--- src/rtl/sa_operand_serializer.sv ---
// -----------------------------------------------------------------------------
// sa_operand_serializer
// Feeds the serial adder. Parallel operand pairs are accepted over a
// valid/ready handshake into a small FIFO, then each pair is replayed as one
// serial frame on en_i/ina/inb (WIDTH cycles with en_i high), followed by a
// fixed idle gap of GAP_CYCLES cycles so the adder can drain its result.
//
// Ports
//   clk          system clock, rising edge
//   rst_n        asynchronous active-low reset
//   in_valid     operand pair valid
//   in_ready     FIFO can accept (not full), from registered count only
//   in_a, in_b   operands, WIDTH bits each
//   flush        synchronous discard of all FIFO contents
//   en_i         serial frame enable to the adder (registered)
//   ina, inb     serial operand bits (registered, 0 while en_i is low)
//   busy         high while a frame or its trailing gap is in progress
//   fifo_count   number of stored operand pairs (0..DEPTH)
//   frames_sent  completed-frame counter, wraps at 16 bits
//
// rst_n is expected to be release-synchronised to clk upstream.
// -----------------------------------------------------------------------------
module sa_operand_serializer #(
    parameter int WIDTH      = 2,
    parameter int DEPTH      = 4,
    parameter int GAP_CYCLES = 3,
    parameter int MSB_FIRST  = 1
) (
    input  logic                       clk,
    input  logic                       rst_n,
    input  logic                       in_valid,
    output logic                       in_ready,
    input  logic [WIDTH-1:0]           in_a,
    input  logic [WIDTH-1:0]           in_b,
    input  logic                       flush,
    output logic                       en_i,
    output logic                       ina,
    output logic                       inb,
    output logic                       busy,
    output logic [$clog2(DEPTH+1)-1:0] fifo_count,
    output logic [15:0]                frames_sent
);

    localparam int CW = $clog2(DEPTH + 1);
    localparam int PW = $clog2(DEPTH);
    localparam int BW = $clog2(WIDTH + 1);
    localparam int GW = $clog2(GAP_CYCLES + 1);

    typedef enum logic [1:0] {
        S_IDLE  = 2'd0,
        S_SHIFT = 2'd1,
        S_GAP   = 2'd2
    } state_t;

    // Bit that leaves the shifter first for the configured bit order.
    function automatic logic first_bit(input logic [WIDTH-1:0] v);
        if (MSB_FIRST != 32'sd0) begin
            first_bit = v[WIDTH-1];
        end else begin
            first_bit = v[0];
        end
    endfunction

    // Shifter contents after one bit has been sent.
    function automatic logic [WIDTH-1:0] advance(input logic [WIDTH-1:0] v);
        if (MSB_FIRST != 32'sd0) begin
            advance = v << 1'b1;
        end else begin
            advance = v >> 1'b1;
        end
    endfunction

    state_t               r_state;
    state_t               w_next;
    logic [2*WIDTH-1:0]   r_mem [DEPTH];
    logic [PW-1:0]        r_wr_ptr;
    logic [PW-1:0]        r_rd_ptr;
    logic [CW-1:0]        r_count;
    logic [WIDTH-1:0]     r_sh_a;
    logic [WIDTH-1:0]     r_sh_b;
    logic [BW-1:0]        r_bit_idx;
    logic [GW-1:0]        r_gap_cnt;
    logic                 r_en_i;
    logic                 r_ina;
    logic                 r_inb;
    logic [15:0]          r_frames;

    logic                 w_full;
    logic                 w_empty;
    logic                 w_push;
    logic                 w_pop;
    logic                 w_last_bit;
    logic                 w_last_gap;
    logic [2*WIDTH-1:0]   w_rd_word;
    logic [WIDTH-1:0]     w_rd_a;
    logic [WIDTH-1:0]     w_rd_b;

    assign w_full     = (r_count == CW'(DEPTH));
    assign w_empty    = (r_count == CW'(0));
    // A push coinciding with flush is dropped.
    assign w_push     = in_valid && !w_full && !flush;
    assign w_last_bit = (r_state == S_SHIFT) && (r_bit_idx == BW'(WIDTH - 1));
    assign w_last_gap = (r_state == S_GAP) && (r_gap_cnt == GW'(GAP_CYCLES - 1));
    assign w_rd_word  = r_mem[r_rd_ptr];
    assign w_rd_a     = w_rd_word[2*WIDTH-1:WIDTH];
    assign w_rd_b     = w_rd_word[WIDTH-1:0];

    // FSM state register.
    always_ff @(posedge clk or negedge rst_n) begin
        if (!rst_n) begin
            r_state <= S_IDLE;
        end else begin
            r_state <= w_next;
        end
    end

    // Next-state and pop decision; flush cancels a pop due on the same edge.
    always_comb begin
        w_next = r_state;
        w_pop  = 1'b0;
        case (r_state)
            S_IDLE: begin
                if (!w_empty && !flush) begin
                    w_next = S_SHIFT;
                    w_pop  = 1'b1;
                end else begin
                    w_next = S_IDLE;
                end
            end
            S_SHIFT: begin
                if (w_last_bit) begin
                    w_next = S_GAP;
                end else begin
                    w_next = S_SHIFT;
                end
            end
            S_GAP: begin
                if (w_last_gap) begin
                    if (!w_empty && !flush) begin
                        w_next = S_SHIFT;
                        w_pop  = 1'b1;
                    end else begin
                        w_next = S_IDLE;
                    end
                end else begin
                    w_next = S_GAP;
                end
            end
            default: begin
                w_next = S_IDLE;
                w_pop  = 1'b0;
            end
        endcase
    end

    // FIFO storage; data words need no reset because count gates every read.
    always_ff @(posedge clk) begin
        if (w_push) begin
            r_mem[r_wr_ptr] <= {in_a, in_b};
        end
    end

    // FIFO pointers and occupancy; pointers wrap naturally modulo DEPTH.
    always_ff @(posedge clk or negedge rst_n) begin
        if (!rst_n) begin
            r_wr_ptr <= PW'(0);
            r_rd_ptr <= PW'(0);
            r_count  <= CW'(0);
        end else if (flush) begin
            r_wr_ptr <= PW'(0);
            r_rd_ptr <= PW'(0);
            r_count  <= CW'(0);
        end else begin
            if (w_push) begin
                r_wr_ptr <= r_wr_ptr + PW'(1);
            end
            if (w_pop) begin
                r_rd_ptr <= r_rd_ptr + PW'(1);
            end
            if (w_push && !w_pop) begin
                r_count <= r_count + CW'(1);
            end else if (w_pop && !w_push) begin
                r_count <= r_count - CW'(1);
            end else begin
                r_count <= r_count;
            end
        end
    end

    // Serial datapath: the popped word's first bit is driven on the pop edge,
    // the shifters hold the bits still to be sent.
    always_ff @(posedge clk or negedge rst_n) begin
        if (!rst_n) begin
            r_en_i    <= 1'b0;
            r_ina     <= 1'b0;
            r_inb     <= 1'b0;
            r_sh_a    <= WIDTH'(0);
            r_sh_b    <= WIDTH'(0);
            r_bit_idx <= BW'(0);
        end else if (w_pop) begin
            r_en_i    <= 1'b1;
            r_ina     <= first_bit(w_rd_a);
            r_inb     <= first_bit(w_rd_b);
            r_sh_a    <= advance(w_rd_a);
            r_sh_b    <= advance(w_rd_b);
            r_bit_idx <= BW'(0);
        end else if ((r_state == S_SHIFT) && !w_last_bit) begin
            r_en_i    <= 1'b1;
            r_ina     <= first_bit(r_sh_a);
            r_inb     <= first_bit(r_sh_b);
            r_sh_a    <= advance(r_sh_a);
            r_sh_b    <= advance(r_sh_b);
            r_bit_idx <= r_bit_idx + BW'(1);
        end else begin
            r_en_i    <= 1'b0;
            r_ina     <= 1'b0;
            r_inb     <= 1'b0;
        end
    end

    // Gap timer and completed-frame counter, both keyed off the last bit.
    always_ff @(posedge clk or negedge rst_n) begin
        if (!rst_n) begin
            r_gap_cnt <= GW'(0);
            r_frames  <= 16'd0;
        end else if (w_last_bit) begin
            r_gap_cnt <= GW'(0);
            r_frames  <= r_frames + 16'd1;
        end else if (r_state == S_GAP) begin
            r_gap_cnt <= r_gap_cnt + GW'(1);
        end else begin
            r_gap_cnt <= r_gap_cnt;
        end
    end

    assign in_ready    = !w_full;
    assign en_i        = r_en_i;
    assign ina         = r_ina;
    assign inb         = r_inb;
    assign busy        = (r_state != S_IDLE);
    assign fifo_count  = r_count;
    assign frames_sent = r_frames;

endmodule

--- config.mk ---
export PLATFORM = sky130hd
export DESIGN_NAME = sa_operand_serializer
export DESIGN_NICKNAME = d
export VERILOG_FILES = /design/src/rtl/sa_operand_serializer.sv
export SDC_FILE = /design/constraint.sdc
export NUM_CORES = 1
export LEC_CHECK = 0
export ABC_AREA = 1
export ABC_CLOCK_PERIOD_IN_PS = 1850
export CAP_MARGIN = 20
export CORE_UTILIZATION = 49
export CTS_CLUSTER_DIAMETER = 150
export DETAILED_ROUTE_END_ITERATION = 6
export PLACE_DENSITY = 0.85
export SLEW_MARGIN = 10
export SYNTH_ARGS = -nofsm -noshare
export SYNTH_HDL_FRONTEND = slang
export SYNTH_SLANG_ARGS = --single-unit
--- constraint.sdc ---
create_clock -name clk -period 1.85 [get_ports clk]
set_input_delay 0.185 -clock clk [delete_from_list [all_inputs] [get_ports clk]]
set_output_delay 0.185 -clock clk [all_outputs]
set_load 0.05 [all_outputs]
---- Word level (Yosys, flattened, before mapping) ----
Memory sizes are Yosys's and may differ from the RTL's.
Index checks and enable logic that the tools add are counted.
storage, ports and cells
  bits in writable memories ............... 16
  ROM bits ................................ 0
  latch bits .............................. 0
  output and inout bits ................... 24
  input bits .............................. 8
  memories kept ........................... 1
  word-level logic and storage cells ...... 77
  register bits ........................... 36
cells by class
  divide/modulo/power cells ............... 0
  eq/ne operators ......................... 5
  add/sub/neg operators ................... 7
  shifts and indexed selects .............. 0
  magnitude comparators ................... 0
  multipliers ............................. 0
  reduce and logical (&&, ||, !) cells .... 22
  bitwise logic cells ..................... 0
  multiplexer cells ....................... 30
memories
  name   words  bits a word  rd ports  clocked after Yosys merged registers in  wr ports  line  text
  r_mem  4      4            1         0                                        1         75    logic [2*WIDTH-1:0] r_mem [DEPTH];
operators by type and width
  cell                     count
  $mux W2                  14
  $add A16 B1 Y16 const B  1
  $mux W1                  11
  $reduce_bool A2 Y1       5
  $mux W3                  3
  $add A2 B1 Y2 const B    4
  $logic_and A1 B1 Y1      8
  $logic_not A1 Y1         6
  $pmux W2 S3              1
  $eq A2 B1 Y1 const B     2
  $eq A2 B2 Y1 const B     2
  $add A3 B1 Y3 const B    1
  $eq A3 B3 Y1 const B     1
  $logic_not A3 Y1         1
  $reduce_bool A3 Y1       1
  $sub A3 B1 Y3 const B    1
  $logic_not A2 Y1         1
  $pmux W1 S2              1

---- Longest topological paths before layout ----
  depth in word-level cells ............... 10
  mapped depth ............................ 14
  mapped depth without buffers ............ 14

---- Least setup slack after synthesis ----
Ideal clock, no wire load.
  path kind ............................... reg2reg
  start point ............................. register r_count[1] (netlist: fifo_count[1])
  end point ............................... register r_count[2] (netlist: fifo_count[2])
  slack ................................... -464 ps
  data arrival time ....................... 2195 ps
  stages on the path, launching flop included .. 14
  buffers on the path ..................... 0
  period minus slack after synthesis ...... 2314 ps
  path through ............................ dfrtp_1 nor2_2 nand2_2 nand2_1 nor2_1 nand2_2 inv_1 fa_1 xnor2_1 inv_1 nand2_1 nand2_1 nand2_1 nand2_1
on the way
  elaborated cells on any way between the ends .. 20
RTL lines
  item                                                            line      text
  from (decl)                                                     78        logic [CW-1:0] r_count;
  from (signal assigned)                                          181       r_count <= r_count + CW'(1);
  from (signal assigned)                                          183       r_count <= r_count - CW'(1);
  from (signal assigned)                                          185       r_count <= r_count;
  $eq A3 B3 Y1 (*)                                                98        assign w_full = (r_count == CW'(DEPTH));
  $logic_not A1 Y1 (*)                                            --
  net in_ready                                                    32        output logic in_ready,
  $logic_and A1 B1 Y1 (*) (2 in series)                           101       assign w_push = in_valid && !w_full && !flush;
  $logic_and A1 B1 Y1 / $logic_not A1 Y1 (equally long branches)  180, 182
  $mux W3 / $logic_and A1 B1 Y1 (equally long branches)           180, 182
  $mux W3 / $reduce_bool A3 Y1 (equally long branches)            --
The timed path passes the listed nets; every way through them passes the cells marked *. The select of a mux whose other input is x is not followed.
A chain may end at the register's enable or synchronous reset.

---- Worst setup path in the final report ----
  start point ............................. register r_gap_cnt[0]
  end point ............................... register r_count[2] (netlist: fifo_count[2])
on the way
  longest elaborated chain between the ends .. 8
  elaborated cells on any way between the ends .. 10
ends and longest elaborated chain
  item                     line  text
  from (decl)              82    logic [GW-1:0] r_gap_cnt;
  from (signal assigned)   230   r_gap_cnt <= r_gap_cnt + GW'(1);
  from (signal assigned)   232   r_gap_cnt <= r_gap_cnt;
  $eq A2 B2 Y1 (*)         103   assign w_last_gap = (r_state == S_GAP) && (r_gap_cnt == GW'(GAP_CYCLES - 1));
  $logic_and A1 B1 Y1 (*)  103
  $mux W1 (*)              138   if (w_last_gap) begin
  $pmux W1 S2 (*)          121   case (r_state)
  $logic_not A1 Y1         180   if (w_push && !w_pop) begin
  $logic_and A1 B1 Y1      180
  $mux W3                  180
  $mux W3                  169   end else if (flush) begin
Every way passes the cells marked *; elsewhere a longest branch is shown, timed or not.

==> reports/metrics.yaml <==
antenna_found_initial: 0
max_freq_mhz: 539
power_frac_clock_pct: 16.9
grt_pass1_wl_microns: 7430
overflow: 0
cts_tree: "done"
power_density_nw_per_um2: 1320
final_max_slew_viol_count: 0
skew_ps: 4.87
vdd_ir_drop_max_mv: 0.668
cts.htree.levels: 2
drv_cap: 0
clock_latency_ps: 300
critical_path_class: "reg -> reg"
die_x_microns: 70.9
routedWlPerCell_microns: 12.5
synth.avg_cell_area_sq_um: 9.95
fin_crit_sh_pct: 100
fp.dieH_microns: 70.9
cts_root_buffer: "clkbuf_8"
finalHoldViolCount: 0
seq_area_sq_um: 1340
synth_cell_types: 24
start_util_pct: 52.0
multi_input_area_sq_um: 921
syn_to_final_growth_pct: 26.4
syn-cell-area_sq_um: 2330
dp_hpwl_microns: 3210
hp-class: "in -> async"
setup_viol: 1
holdBufCountCts: 0
cp-start-kind: "flip-flop"
grt_util_all_layers_pct: 19.1
dieArea_sq_um: 5030
num_rows: 24
cp.required_ps: 2040
violations: "design-rule violations, negative setup slack"
total_leakage_power_nw: 1.31
yosysMostFrequentCell: "nand2_1"
setup_slack_ps: -6.78
finalNetCount: 301
p_seq_share_pct: 39.7
synth-async-reset-ratio_pct: 68.0
p_int_mw: 2.25
ys_seq_area_share_pct: 57.2
synth.area.top_cells: "dfrtp_1 (37%), edfxtp_1 (21%), nand2_1 (7.7%)"
worst_pin_slew_ps: 506
grt_max_degree: 35
drive_above_1_share_pct: 17.1
via_per_inst: 5.09
first_pass_iters: 6
ys_ff_latch: 50
place.gp.congestion: 0.859
yosysTopAreaCell: "dfrtp_1"
ant_nets: 0
worstPathArrival_ps: 2050
synth_fp_nets: 250
cts_sinks: 50
comb_power_share_pct: 43.4
netlist.area_leader.share_pct: 36.5
status: "finished, violations left"
wl_microns: 4230
power_switching_mw: 1.64
relSlewSlack_pct: 66.1
drc: 8
io_buffer_count: 31
synth_edf_count: 16
fin_util_pct: 65.8
yosys_warnings: 0
min_period_ps: 1860
power_mw: 3.89
core_sq_um: 4470
drt-initial-drc-count: 120
nFillCells: 358
synth_cells: 234
clock_tree.buffer_depth: 2
numCtsBuffers: 5
swShare_pct: 42.1
ys.flop_type: "dfrtp_1"
crit_fanout: 2
ios: 32
critical_path.endpoint_type: "flip-flop"
grt_pass1_vias: 1721
clkSlewWorstSetupHoldPaths_ps: 100
grt_setup_unrepaired: "true"
synth_common_cells: "nand2_1 (48), dfrtp_1 (34), inv_1 (31), nor2_1 (25), o21ai_0 (18)"
antenna-diode-count: 0
num_vias: 1721
==> cell usage in the layout (no fill, tap or decap), drive strengths merged <==
master,instances
o21ai,18
nand2,53
a21oi,2
clkinv,2
nand3,11
buf,16
edfxtp,16
xnor2,7
nor3,3
nand4,6
ha,7
xor2,8
fa,1
inv,32
o22ai,4
clkbuf,5
dlygate4sd2,2
nand3b,2
o22a,1
clkdlybuf4s50,27
nor2,29
dfrtp,34
==> flip-flops by register name, summed over array words and instances, names as in the netlist <==
register / cells
r_sh_b: 1
inb: 1
r_gap_cnt: 2
en_i: 1
r_sh_a: 1
r_state: 2
r_bit_idx: 2
fifo_count: 3
r_rd_ptr: 2
frames_sent: 16
r_mem: 16
ina: 1
r_wr_ptr: 2
==> metrics by stage <==
step	hold WS (ps)	cell area [sq um]	cells	setup TNS, ps	worst slack [ps]
global route	305	2940	338	-95.7	-95.7
global placement	464	2820	327	-36.6	-36.6
floorplan	-111	2370	234	-259	-194
detailed placement	466	2820	327	-104	-104
CTS	293	2920	336	0	12.6
finish	280	2940	338	-6.78	-6.78
==> power by group through the flow <==
stage                     clock network (mW)  logic, mW  registers, mW
after floorplan                            0      0.798           1.87
after global placement                     0       1.58           1.56
after detailed placement                   0       1.64           1.57
after CTS                              0.679       1.66           1.54
after global routing                   0.724       1.86           1.57
final                                  0.657       1.69           1.55
==> per-layer routing <==
layer  vias to the layer above  routed length (microns)  track usage, %
met3                         4                      136            3.85
met2                        28                     2160            33.5
met1                       824                     1880            22.7
li1                        865                        -               -
met5                         -                        0               0
met4                         0                       51            8.44
==> repair_timing <==
item | 4_1_cts | 5_1_grt
endpoints found under the setup margin | 3 | 2
gates resized for setup | 3 | 3
setup buffers | 1 | 2
pin swaps | 1 | 6
==> cell families (layout without fill, tap and decap cells) <==
logic type | Yosys count | in the layout | share of synthesized area [%]
simple gates | 104 | 104 | 21.4
flops | 50 | 50 | 57.2
buf+inv | 32 | 84 | 5.21
compound gates | 25 | 25 | 5.91
xor+xnor | 15 | 15 | 5.64
fa+ha+maj | 8 | 8 | 4.62
==> worst max-delay path, cell delays in order (launching register included) <==
cell	delay (ps)
dfrtp_1	390
inv_1	70
ha_2	180
inv_2	30
nand2_2	60
nand3_2	80
nand2_2	90
inv_2	40
fa_2	350
xnor2_2	170
inv_1	70
nand2_1	70
nand2_1	50
nand2_1	50
nand2_1	40
==> final timing paths <==
kind	slack [ps]	start	endpoint	depth (start not counted)
setup / recovery	-7	r_gap_cnt[0]	fifo_count[2]	14
hold / removal	280	rst_n	frames_sent[6]	2
setup reg to reg	-7	r_gap_cnt[0]	fifo_count[2]	14
hold reg to reg	470	frames_sent[15]	frames_sent[15]	1
max in group asynchronous	1230	rst_n	fifo_count[1]	2
min in group clk	470	frames_sent[15]	frames_sent[15]	1
==> area by class of cell <==
| type | instances | area share [%] |
|---|---|---|
| clock inverters | 3 | 0.978 |
| repair buffers | 45 | 13.9 |
| inverters | 31 | 3.95 |
| flip-flops and latches | 50 | 45.4 |
| clock buffers | 5 | 2.34 |
| multi-input cells | 152 | 31.3 |
| well taps | 52 | 2.21 |
Note: power is estimated with default switching activity, not from simulation.
